--- src/rtl/reorder_buf.sv ---
// rtl/reorder_buf.sv - 8-entry in-order reorder buffer with tag rename, CDB capture and registered commit
module reorder_buf #(
  parameter int DEPTH = 8,
  parameter int TAG_W = 4
) (
  input  logic             clk,
  input  logic             rst_n,
  input  logic             rdy,
  input  logic             alloc_req,
  input  logic [4:0]       alloc_rd,
  output logic             alloc_ok,
  output logic [TAG_W-1:0] alloc_tag,
  output logic             en_mod0,
  output logic [4:0]       reg_addr0,
  output logic [TAG_W-1:0] reg_tag0,
  input  logic             cdb_valid,
  input  logic [TAG_W-1:0] cdb_tag,
  input  logic [31:0]      cdb_data,
  output logic             en_w0,
  output logic [4:0]       reg_write_addr0,
  output logic [31:0]      write_data0,
  output logic [TAG_W-1:0] commit_tag,
  input  logic             flush,
  output logic             full,
  output logic             empty,
  output logic [3:0]       count
);

  localparam int PTR_W = $clog2(DEPTH);
  localparam logic [TAG_W-1:0] UNLOCKED = TAG_W'(DEPTH);
  localparam logic [3:0] CNT_MAX = 4'(DEPTH);

  logic [DEPTH-1:0] valid;
  logic [DEPTH-1:0] ready;
  logic [4:0]       rd   [DEPTH];
  logic [31:0]      data [DEPTH];
  logic [PTR_W-1:0] head;
  logic [PTR_W-1:0] tail;

  logic             fire;
  logic             commit_fire;
  logic             cdb_hit;
  logic [PTR_W-1:0] cdb_idx;
  logic             advance;

  assign alloc_ok  = (count < CNT_MAX) & ~flush & rdy;
  assign full      = (count == CNT_MAX);
  assign empty     = (count == 4'd0);
  assign alloc_tag = {{(TAG_W-PTR_W){1'b0}}, tail};

  assign fire      = alloc_req & alloc_ok;
  assign en_mod0   = fire & (alloc_rd != 5'd0);
  assign reg_addr0 = alloc_rd;
  assign reg_tag0  = alloc_tag;

  // A freshly allocated tail entry is still invalid here, so same-cycle CDB to it is dropped.
  assign cdb_idx     = cdb_tag[PTR_W-1:0];
  assign cdb_hit     = cdb_valid & (cdb_tag < UNLOCKED) & valid[cdb_idx];
  assign commit_fire = valid[head] & ready[head];
  assign advance     = rdy & ~flush;

  always_ff @(posedge clk or negedge rst_n) begin
    if (!rst_n) begin
      valid           <= '0;
      ready           <= '0;
      head            <= '0;
      tail            <= '0;
      count           <= '0;
      en_w0           <= 1'b0;
      reg_write_addr0 <= '0;
      write_data0     <= '0;
      commit_tag      <= UNLOCKED;
    end else if (rdy) begin
      if (flush) begin
        valid <= '0;
        head  <= '0;
        tail  <= '0;
        count <= '0;
        en_w0 <= 1'b0;
      end else begin
        en_w0 <= 1'b0;
        if (cdb_hit) begin
          ready[cdb_idx] <= 1'b1;
        end
        if (commit_fire) begin
          valid[head]     <= 1'b0;
          head            <= head + PTR_W'(1);
          en_w0           <= (rd[head] != 5'd0);
          reg_write_addr0 <= rd[head];
          write_data0     <= data[head];
          commit_tag      <= {{(TAG_W-PTR_W){1'b0}}, head};
        end
        if (fire) begin
          valid[tail] <= 1'b1;
          ready[tail] <= 1'b0;
          tail        <= tail + PTR_W'(1);
        end
        count <= count + {3'b0, fire} - {3'b0, commit_fire};
      end
    end
  end

  // Payload needs no reset: it is only observed through valid/ready.
  always_ff @(posedge clk) begin
    if (advance) begin
      if (cdb_hit) begin
        data[cdb_idx] <= cdb_data;
      end
      if (fire) begin
        rd[tail] <= alloc_rd;
      end
    end
  end

endmodule

--- config.mk ---
export PLATFORM = sky130hd
export DESIGN_NAME = reorder_buf
export DESIGN_NICKNAME = d
export VERILOG_FILES = /design/src/rtl/reorder_buf.sv
export SDC_FILE = /design/constraint.sdc
export NUM_CORES = 1
export LEC_CHECK = 0
export BUFFER_PORTS_ARGS = -buffer_cell sky130_fd_sc_hd__buf_2
export CELL_PAD_IN_SITES_DETAIL_PLACEMENT = 0
export CELL_PAD_IN_SITES_GLOBAL_PLACEMENT = 1
export CORE_MARGIN = 1.5
export CORE_UTILIZATION = 45
export DETAILED_ROUTE_END_ITERATION = 16
export MAX_ROUTING_LAYER = met4
export PLACE_DENSITY_LB_ADDON = 0.1
export SETUP_SLACK_MARGIN = 0.3
export SYNTH_ARGS = -nofsm -noshare
export SYNTH_HDL_FRONTEND = slang
export SYNTH_SLANG_ARGS = --single-unit
--- constraint.sdc ---
create_clock -name clk -period 4.3 [get_ports clk]
set_clock_uncertainty 0.15 [all_clocks]
set_input_delay 0.215 -clock clk [delete_from_list [all_inputs] [get_ports clk]]
set_output_delay 0.215 -clock clk [all_outputs]
set_load 0.05 [all_outputs]
==> metrics.md, run 1 <==
| Metric | Value |
|---|---|
| Result of the run | complete, no violations |
| Achievable Freq | 336 MHz |
| Worst skew pair latency | 520 ps |
| Number of buffers on the longest clock path | 3 |
| Post-synth EDFFs | 296 |
| Routed via count divided by cell count | 5.79 |
| Final antenna-violating net count | 0 |
| Required @ worst endpoint | 4590 ps |
| Library cell used as clock root buffer | sky130_fd_sc_hd__clkbuf_16 |
| Place WS | 1300 ps |
| Fraction of the cycle the final worst path needs | 69.2% |
| H-tree level count | 2 |
| Crit Path Category | reg -> reg |
| Worst-case vdd ir drop | 0.000356 V |
| Met2 WL post-DR | 17500 um |
| Critical path startpoint | head[0]$_DFFE_PN0P_ |
| Data arrival time of the critical path | 3270 ps |
| Crit end category | register |
| Number of DRC violations after detailed routing | 0 |
| Post-route design area | 16800 um^2 |
| Minimum setup slack in the final design | 1320 ps |
| Pin count of the biggest net entering global routing | 45 |
| Fin crit period | 2980 ps |
| Fraction of synthesized cell area taken by the top area cell type | 63.7% |
| Cell accounting for the most synthesized area | sky130_fd_sc_hd__edfxtp_1 |
| Count of input and output buffers | 107 |
| Detailed-route wire length per cell | 24.9 um |
| Tightest Hold Check Type | in -> reg |
| Yosys warning total | 0 |
| Synth-to-Final Area Change | 20.1% |
| Setup total negative slack | 0 ps |
| Highest metal layer with signal wires | met4 |
| Postcts setup bufs | 0 |
| Number of global-route vias before repair | 8490 |
| Leftover overflow at the end of global routing | 0 |
| Total wire length | 35200 um |
| Static leakage | 6.06 nW |
| Layout cell share with drive strength beyond 1 | 26.1% |
| Slew at the pin with the worst max-slew slack | 1150 ps |
| PwrDens | 457 nW/um^2 |
| Mapped Cells | 823 |
| Fraction of the mapped netlist area in adder cells | 0.860% |
| Portion of netlist area occupied by mux cells | 6.00% |
| Synth async-reset ratio | 18.7% |
| Starting utilization of the core area | 45.6% |
| Maximum fanout along the worst path | 25 |
| Setup slack of the most critical reg-to-reg path | 1320 ps |
| Half-perimeter wire length of the detailed placement result | 20500 um |
| Distinct cell type count after synthesis | 56 |
| Critical path endpoint | write_data0[25]$_DFFE_PN0P_ |
| Complex-gate fraction of the synthesized area | 10.6% |
| Simple-gate share of the synthesized area | 3.88% |
| Combinational family with the most area after synthesis | compound AO/OA/AOI/OAI gates |
| Number of pins exceeding their max-slew limit in the final report | 0 |
| Overall die height | 179 um |
| Wire length on met1 | 15000 um |
| Worst slew margin relative to its limit | 21.8% |
| Core outline area | 30600 um^2 |
| Depth of the worst register-to-register path | 6 |
| Gpl congestion | 0.854 |
| Max capacitance violation total | 0 |
| Prevailing post-synth register cell | sky130_fd_sc_hd__edfxtp_1 |
| TritonCTS clock tree | done |
| Width of the die | 179 um |
| Area enclosed by the die boundary | 32100 um^2 |
| Global routing usage summed across all routing layers | 23.2% |
| TritonCTS Buffers | 39 |
| Mapped Area | 14000 um^2 |
| Antenna violations before repair | 1 |
| I/O pin count | 110 |
| Count of endpoints failing hold in the final timing report | 0 |
| Setup-violating endpoint count in the final report | 0 |
| Mean instance size in the synthesized netlist | 17.0 um^2 |
| FF-to-FF Start | head[0]$_DFFE_PN0P_ |
| Number of clock sinks | 364 |
| Initial DRT Pass Iterations | 5 |
| Fraction of synthesized cell area in xor and xnor cells | 0.188% |
| Startpoint of the tightest hold check path | alloc_req |
| Post-layout total power | 0.00767 W |
| Initial drt markers | 598 |
| DP Area | 15100 um^2 |
| Placement Rows | 64 |
| Launching element type of the critical path | register |
| Largest cells by area after synthesis | sky130_fd_sc_hd__edfxtp_1 (64%), sky130_fd_sc_hd__dfrtp_1 (12%), sky130_fd_sc_hd__mux2_2 (2.9%) |
| Fill cell total of the finished layout | 2462 |
| Reg2Reg Capture Point | write_data0[25]$_DFFE_PN0P_ |
| Register area share after synthesis | 75.9% |
| CTS clk-pin slew, worst paths | 60 ps |
| First-pass GRT wire length | 52200 um |
| Unrepaired setup endpoints after global routing | false |
| Sum of met3 wire segment lengths after detailed routing | 2000 um |
| Final-stage net count | 1044 |
| Via count of the routed design | 8185 |
| Flip-flop and latch count after synthesis | 364 |
## worst min path at each step
stage | to | slack [ps] | depth (start not counted)
floorplan | commit_tag[0]$_DFFE_PN0P_ | -230 | 0
global placement | write_data0[1]$_DFFE_PN0P_ | 110 | 1
detailed placement | write_data0[1]$_DFFE_PN0P_ | 120 | 1
CTS | tail[1]$_DFFE_PN0P_ | 30 | 5
global route | tail[1]$_DFFE_PN0P_ | 90 | 5
finish | tail[1]$_DFFE_PN0P_ | 40 | 5
## where the power goes
| part | switching, W | internal, W |
|---|---|---|
| sequential | 0.0000379 | 0.00385 |
| clock | 0.00131 | 0.00207 |
| combinational | 0.000289 | 0.000121 |
## registers in the layout (all words and copies together), names as in the netlist
register         count
commit_tag           4
tail                 3
valid                8
count                4
data               256
reg_write_addr0      5
rd                  40
en_w0                1
write_data0         32
ready                8
head                 3
## critical path: stages (launching register included)
cell	delay [ps]
sky130_fd_sc_hd__dfrtp_2	690
sky130_fd_sc_hd__buf_4	360
sky130_fd_sc_hd__nor2b_1	420
sky130_fd_sc_hd__and2_2	790
sky130_fd_sc_hd__a22o_1	220
sky130_fd_sc_hd__a221oi_1	50
sky130_fd_sc_hd__a31oi_1	200
## final cells by class
class | instances | area, um^2 | area share, %
clock buffers | 54 | 1120 | 6.71
flip-flops and latches | 364 | 10600 | 63.2
well taps | 396 | 495 | 2.95
repair buffers | 177 | 1190 | 7.10
inverters | 18 | 67.6 | 0.403
clock inverters | 16 | 181 | 1.08
diodes | 1 | 2.50 | 0.0149
multi-input cells | 388 | 3120 | 18.6
## logic make-up after synthesis
family                   Yosys count
AO/OA/AOI/OAI                    199
XOR/XNOR                           3
adder cells (fa/ha/maj)            9
flip-flops                       364
AND/OR/NAND/NOR                  111
buffers and inverters             72
other                              1
multiplexers                      64
## cell usage after synthesis (4+ instances only)
master,number
sky130_fd_sc_hd__a21oi_1,29
sky130_fd_sc_hd__a221oi_1,32
sky130_fd_sc_hd__a22o_1,29
sky130_fd_sc_hd__a22oi_1,41
sky130_fd_sc_hd__a31o_2,4
sky130_fd_sc_hd__a31oi_1,16
sky130_fd_sc_hd__and2_1,5
sky130_fd_sc_hd__buf_2,20
sky130_fd_sc_hd__buf_4,14
sky130_fd_sc_hd__clkbuf_1,18
sky130_fd_sc_hd__dfrtp_1,67
sky130_fd_sc_hd__edfxtp_1,296
sky130_fd_sc_hd__ha_1,8
sky130_fd_sc_hd__inv_1,16
sky130_fd_sc_hd__mux2_2,36
sky130_fd_sc_hd__mux2i_1,17
sky130_fd_sc_hd__mux4_1,4
sky130_fd_sc_hd__mux4_2,7
sky130_fd_sc_hd__nand2_1,32
sky130_fd_sc_hd__nand2b_1,6
sky130_fd_sc_hd__nand4_1,13
sky130_fd_sc_hd__nor2_1,29
sky130_fd_sc_hd__nor3_1,7
sky130_fd_sc_hd__o211ai_1,4
sky130_fd_sc_hd__o21a_1,4
sky130_fd_sc_hd__o21ai_0,11
sky130_fd_sc_hd__o22a_1,4
sky130_fd_sc_hd__o22ai_1,5
sky130_fd_sc_hd__o2bb2ai_1,5
## layer usage
layer / vias up / track usage (%)
li1: 3625 / -
met1: 4249 / 30.1
met2: 250 / 38.0
met3: 61 / 3.48
met4: 0 / 6.54
met5: - / -
## cell usage in the layout, fill, tap and decap left out, types with 13 or more instances in the layout
master and instances:
sky130_fd_sc_hd__buf_4 28, sky130_fd_sc_hd__buf_2 106, sky130_fd_sc_hd__a22o_1 29, sky130_fd_sc_hd__a22oi_1 41
sky130_fd_sc_hd__clkbuf_16 41, sky130_fd_sc_hd__edfxtp_1 296, sky130_fd_sc_hd__a221oi_1 32, sky130_fd_sc_hd__mux2i_1 16
sky130_fd_sc_hd__inv_1 16, sky130_fd_sc_hd__dlygate4sd3_1 41, sky130_fd_sc_hd__mux2_2 36, sky130_fd_sc_hd__a31oi_1 16
sky130_fd_sc_hd__nand4_1 13, sky130_fd_sc_hd__nand2_1 32, sky130_fd_sc_hd__dfrtp_1 66, sky130_fd_sc_hd__nor2_1 19
sky130_fd_sc_hd__a21oi_1 29
## metrics by stage
| step | cells | hold slack, ps | utilization [%] |
|---|---|---|---|
| 2_1_floorplan | 824 | -231 | - |
| 3_3_place_gp | 1302 | 108 | 49.2 |
| 3_5_place_dp | 1302 | 119 | 49.2 |
| 4_1_cts | 1413 | 27.2 | 54.8 |
| 5_1_grt | 1414 | 94.9 | 54.8 |
| 6_report | 1414 | 43.3 | 54.8 |
## timing repair
action                    CTS  global route
resized for setup           0             0
hold buffers               41             0
hold endpoints to repair  344             0
No activity file was read; power rests on OpenSTA's default activity.
==> run 2, diff against run 1 <==
clock period = 2.5 ns   (was 4.3 ns; I/O delays follow)
==> run 2 against run 1 <==
  * The flow now finishes with violations (negative hold slack)
  * Sequential power is 72% higher
  * Critical endpoint is now count[1]$_DFFE_PN0P_
  * Die area is the same
  * Utilization is 4.2 points higher
  * Sequential share of layout area is 4.4 points lower
  * Highest routed layer unchanged
  * Critical path depth up 2
  * Largest cell class unchanged
==> metrics.md, run 2 (synthesized netlist as in run 1, its figures left out) <==
| Metric | Value |
|---|---|
| Result of the run | finished with violations |
| Violated checks | negative hold slack |
| Registers with the most flip-flops | data: 256 flops, rd: 40 flops, write_data0: 32 flops |
| Global routing usage summed across all routing layers | 24.1% |
| Fin crit period | 2410 ps |
| Tightest Hold Check Type | in -> reg |
| Layout cell share with drive strength beyond 1 | 34.0% |
| Unrepaired setup endpoints after global routing | true |
| Crit Path Category | reg -> reg |
| Register bank with the most flops | data |
| TritonCTS clock tree | done |
| Leading cell types in the layout, fill and taps excluded | sky130_fd_sc_hd__edfxtp_1 (296), sky130_fd_sc_hd__buf_2 (105), sky130_fd_sc_hd__dfrtp_1 (65) |
| Overall die height | 179 um |
| Number of global-route vias before repair | 8566 |
| Minimum setup slack in the final design | 93.0 ps |
| Worst-case vdd ir drop | 0.000670 V |
| Data arrival time of the critical path | 2660 ps |
| Starting utilization of the core area | 45.6% |
| Gpl congestion | 0.824 |
| Final-layout worst hold slack | -16.9 ps |
| Half-perimeter wire length of the detailed placement result | 20400 um |
| Total wire length | 37900 um |
| Launching element type of the critical path | register |
| Antenna violations before repair | 0 |
| Pin count of the biggest net entering global routing | 60 |
| Static leakage | 6.53 nW |
| Final antenna-violating net count | 0 |
| Largest register FFs | 256 |
| TritonCTS Buffers | 39 |
| Non-filler instance count after layout | 1484 |
| Final-stage net count | 1115 |
| Width of the die | 179 um |
| Number of clock sinks | 364 |
| Place WS | -64.0 ps |
| Via count of the routed design | 8425 |
| Slew at the pin with the worst max-slew slack | 880 ps |
| Number of buffers on the longest clock path | 3 |
| End-of-flow core utilization | 59.0% |
| Required @ worst endpoint | 2750 ps |
| Detailed-route wire length per cell | 25.6 um |
| Max capacitance violation total | 0 |
| I/O pin count | 110 |
| Maximum fanout along the worst path | 3 |
| Achievable Freq | 415 MHz |
| Most common cell after layout, fill and taps aside | sky130_fd_sc_hd__edfxtp_1 |
| Library cell used as clock root buffer | sky130_fd_sc_hd__clkbuf_16 |
| CTS clk-pin slew, worst paths | 60 ps |
| Core outline area | 30600 um^2 |
| Cell count after placement | 1337 |
| Fraction of the cycle the final worst path needs | 96.3% |
| Synth-to-Final Area Change | 29.2% |
| Number of DRC violations after detailed routing | 0 |
| Routed via count divided by cell count | 5.68 |
| Crit end category | register |
| Initial drt markers | 594 |
| Count of input and output buffers | 107 |
| Post-layout total power | 0.0130 W |
| Number of pins exceeding their max-slew limit in the final report | 0 |
| Initial DRT Pass Iterations | 5 |
| H-tree level count | 2 |
| Leftover overflow at the end of global routing | 0 |
| PwrDens | 718 nW/um^2 |
| Worst slew margin relative to its limit | 41.3% |
| Count of endpoints failing hold in the final timing report | 1 |
| Setup-violating endpoint count in the final report | 0 |
| Worst skew pair latency | 530 ps |
| Placement Rows | 64 |
| Area enclosed by the die boundary | 32100 um^2 |
| First-pass GRT wire length | 54100 um |
| Antenna diode instance count | 0 |
==> run 2: cell types whose count changed in the layout (fill, tap and decap cells not counted), moves of 6 or more <==
cell,before,now
sky130_fd_sc_hd__mux2_2,36,12
sky130_fd_sc_hd__mux2_4,0,24
sky130_fd_sc_hd__inv_1,16,10
sky130_fd_sc_hd__buf_12,2,23
sky130_fd_sc_hd__buf_6,0,14
sky130_fd_sc_hd__buf_4,28,52
==> run 2: layout make-up <==
class / instances / area (um^2)
Fill cell: 2360 / 12500
Sequential cell: 364 / 10600
Multi-Input combinational cell: 388 / 3420
Timing Repair Buffer: 248 / 2250
Clock buffer: 51 / 1030
Tap cell: 396 / 495
Clock inverter: 19 / 174
Inverter: 18 / 78.8
==> run 2: power breakdown <==
| part | total, W | internal, W | leakage (nW) | switching, W |
|---|---|---|---|---|
| Combinational | 0.000775 | 0.000257 | 2.34 | 0.000518 |
| Sequential | 0.00669 | 0.00663 | 3.60 | 0.0000612 |
| Clock | 0.00549 | 0.00322 | 0.589 | 0.00227 |
==> run 2: metal layers <==
| layer | wire length, um | track usage [%] |
|---|---|---|
| met1 | 16400 | 31.1 |
| met4 | 706 | 6.51 |
| met3 | 2030 | 4.11 |
| met2 | 18800 | 39.5 |
| met5 | 0 | - |
==> run 2: per-stage QoR <==
stage / TNS [ps] / cell area (um^2)
2_1_floorplan: -2670 / 14100
3_3_place_gp: -99.3 / 15600
3_5_place_dp: -532 / 15600
4_1_cts: 0 / 17500
5_1_grt: 0 / 18000
6_report: 0 / 18000
==> run 2: critical path, stage by stage (launching register included) <==
cell,delay (ps)
sky130_fd_sc_hd__dfrtp_2,390
sky130_fd_sc_hd__mux4_2,560
sky130_fd_sc_hd__mux2i_4,230
sky130_fd_sc_hd__ha_4,230
sky130_fd_sc_hd__inv_2,60
sky130_fd_sc_hd__ha_4,130
sky130_fd_sc_hd__fa_2,430
sky130_fd_sc_hd__nand2_1,70
sky130_fd_sc_hd__o22ai_1,60
==> run 2: what timing repair did <==
action                                  in CTS  in global routing
hold endpoints to repair                   358                  2
hold buffers                                41                  1
endpoints found under the setup margin     194                143
pin swaps                                    7                  9
buffers inserted                            14                  9
gates cloned                                 3                  9
gates resized for setup                     45                 49
==> run 2: final timing paths <==
check | from | end | slack (ps) | cells after the start
min reg2reg | commit_tag[3]$_DFFE_PN1P_ | commit_tag[3]$_DFFE_PN1P_ | 350 | 1
min | alloc_req | tail[1]$_DFFE_PN0P_ | -20 | 5
max in group asynchronous | rst_n | write_data0[12]$_DFFE_PN0P_ | 1340 | 3
max reg2reg | head[1]$_DFFE_PN0P_ | count[1]$_DFFE_PN0P_ | 90 | 8
min in group asynchronous | rst_n | ready[0]$_DFFE_PN0P_ | 130 | 2
max | head[1]$_DFFE_PN0P_ | count[1]$_DFFE_PN0P_ | 90 | 8
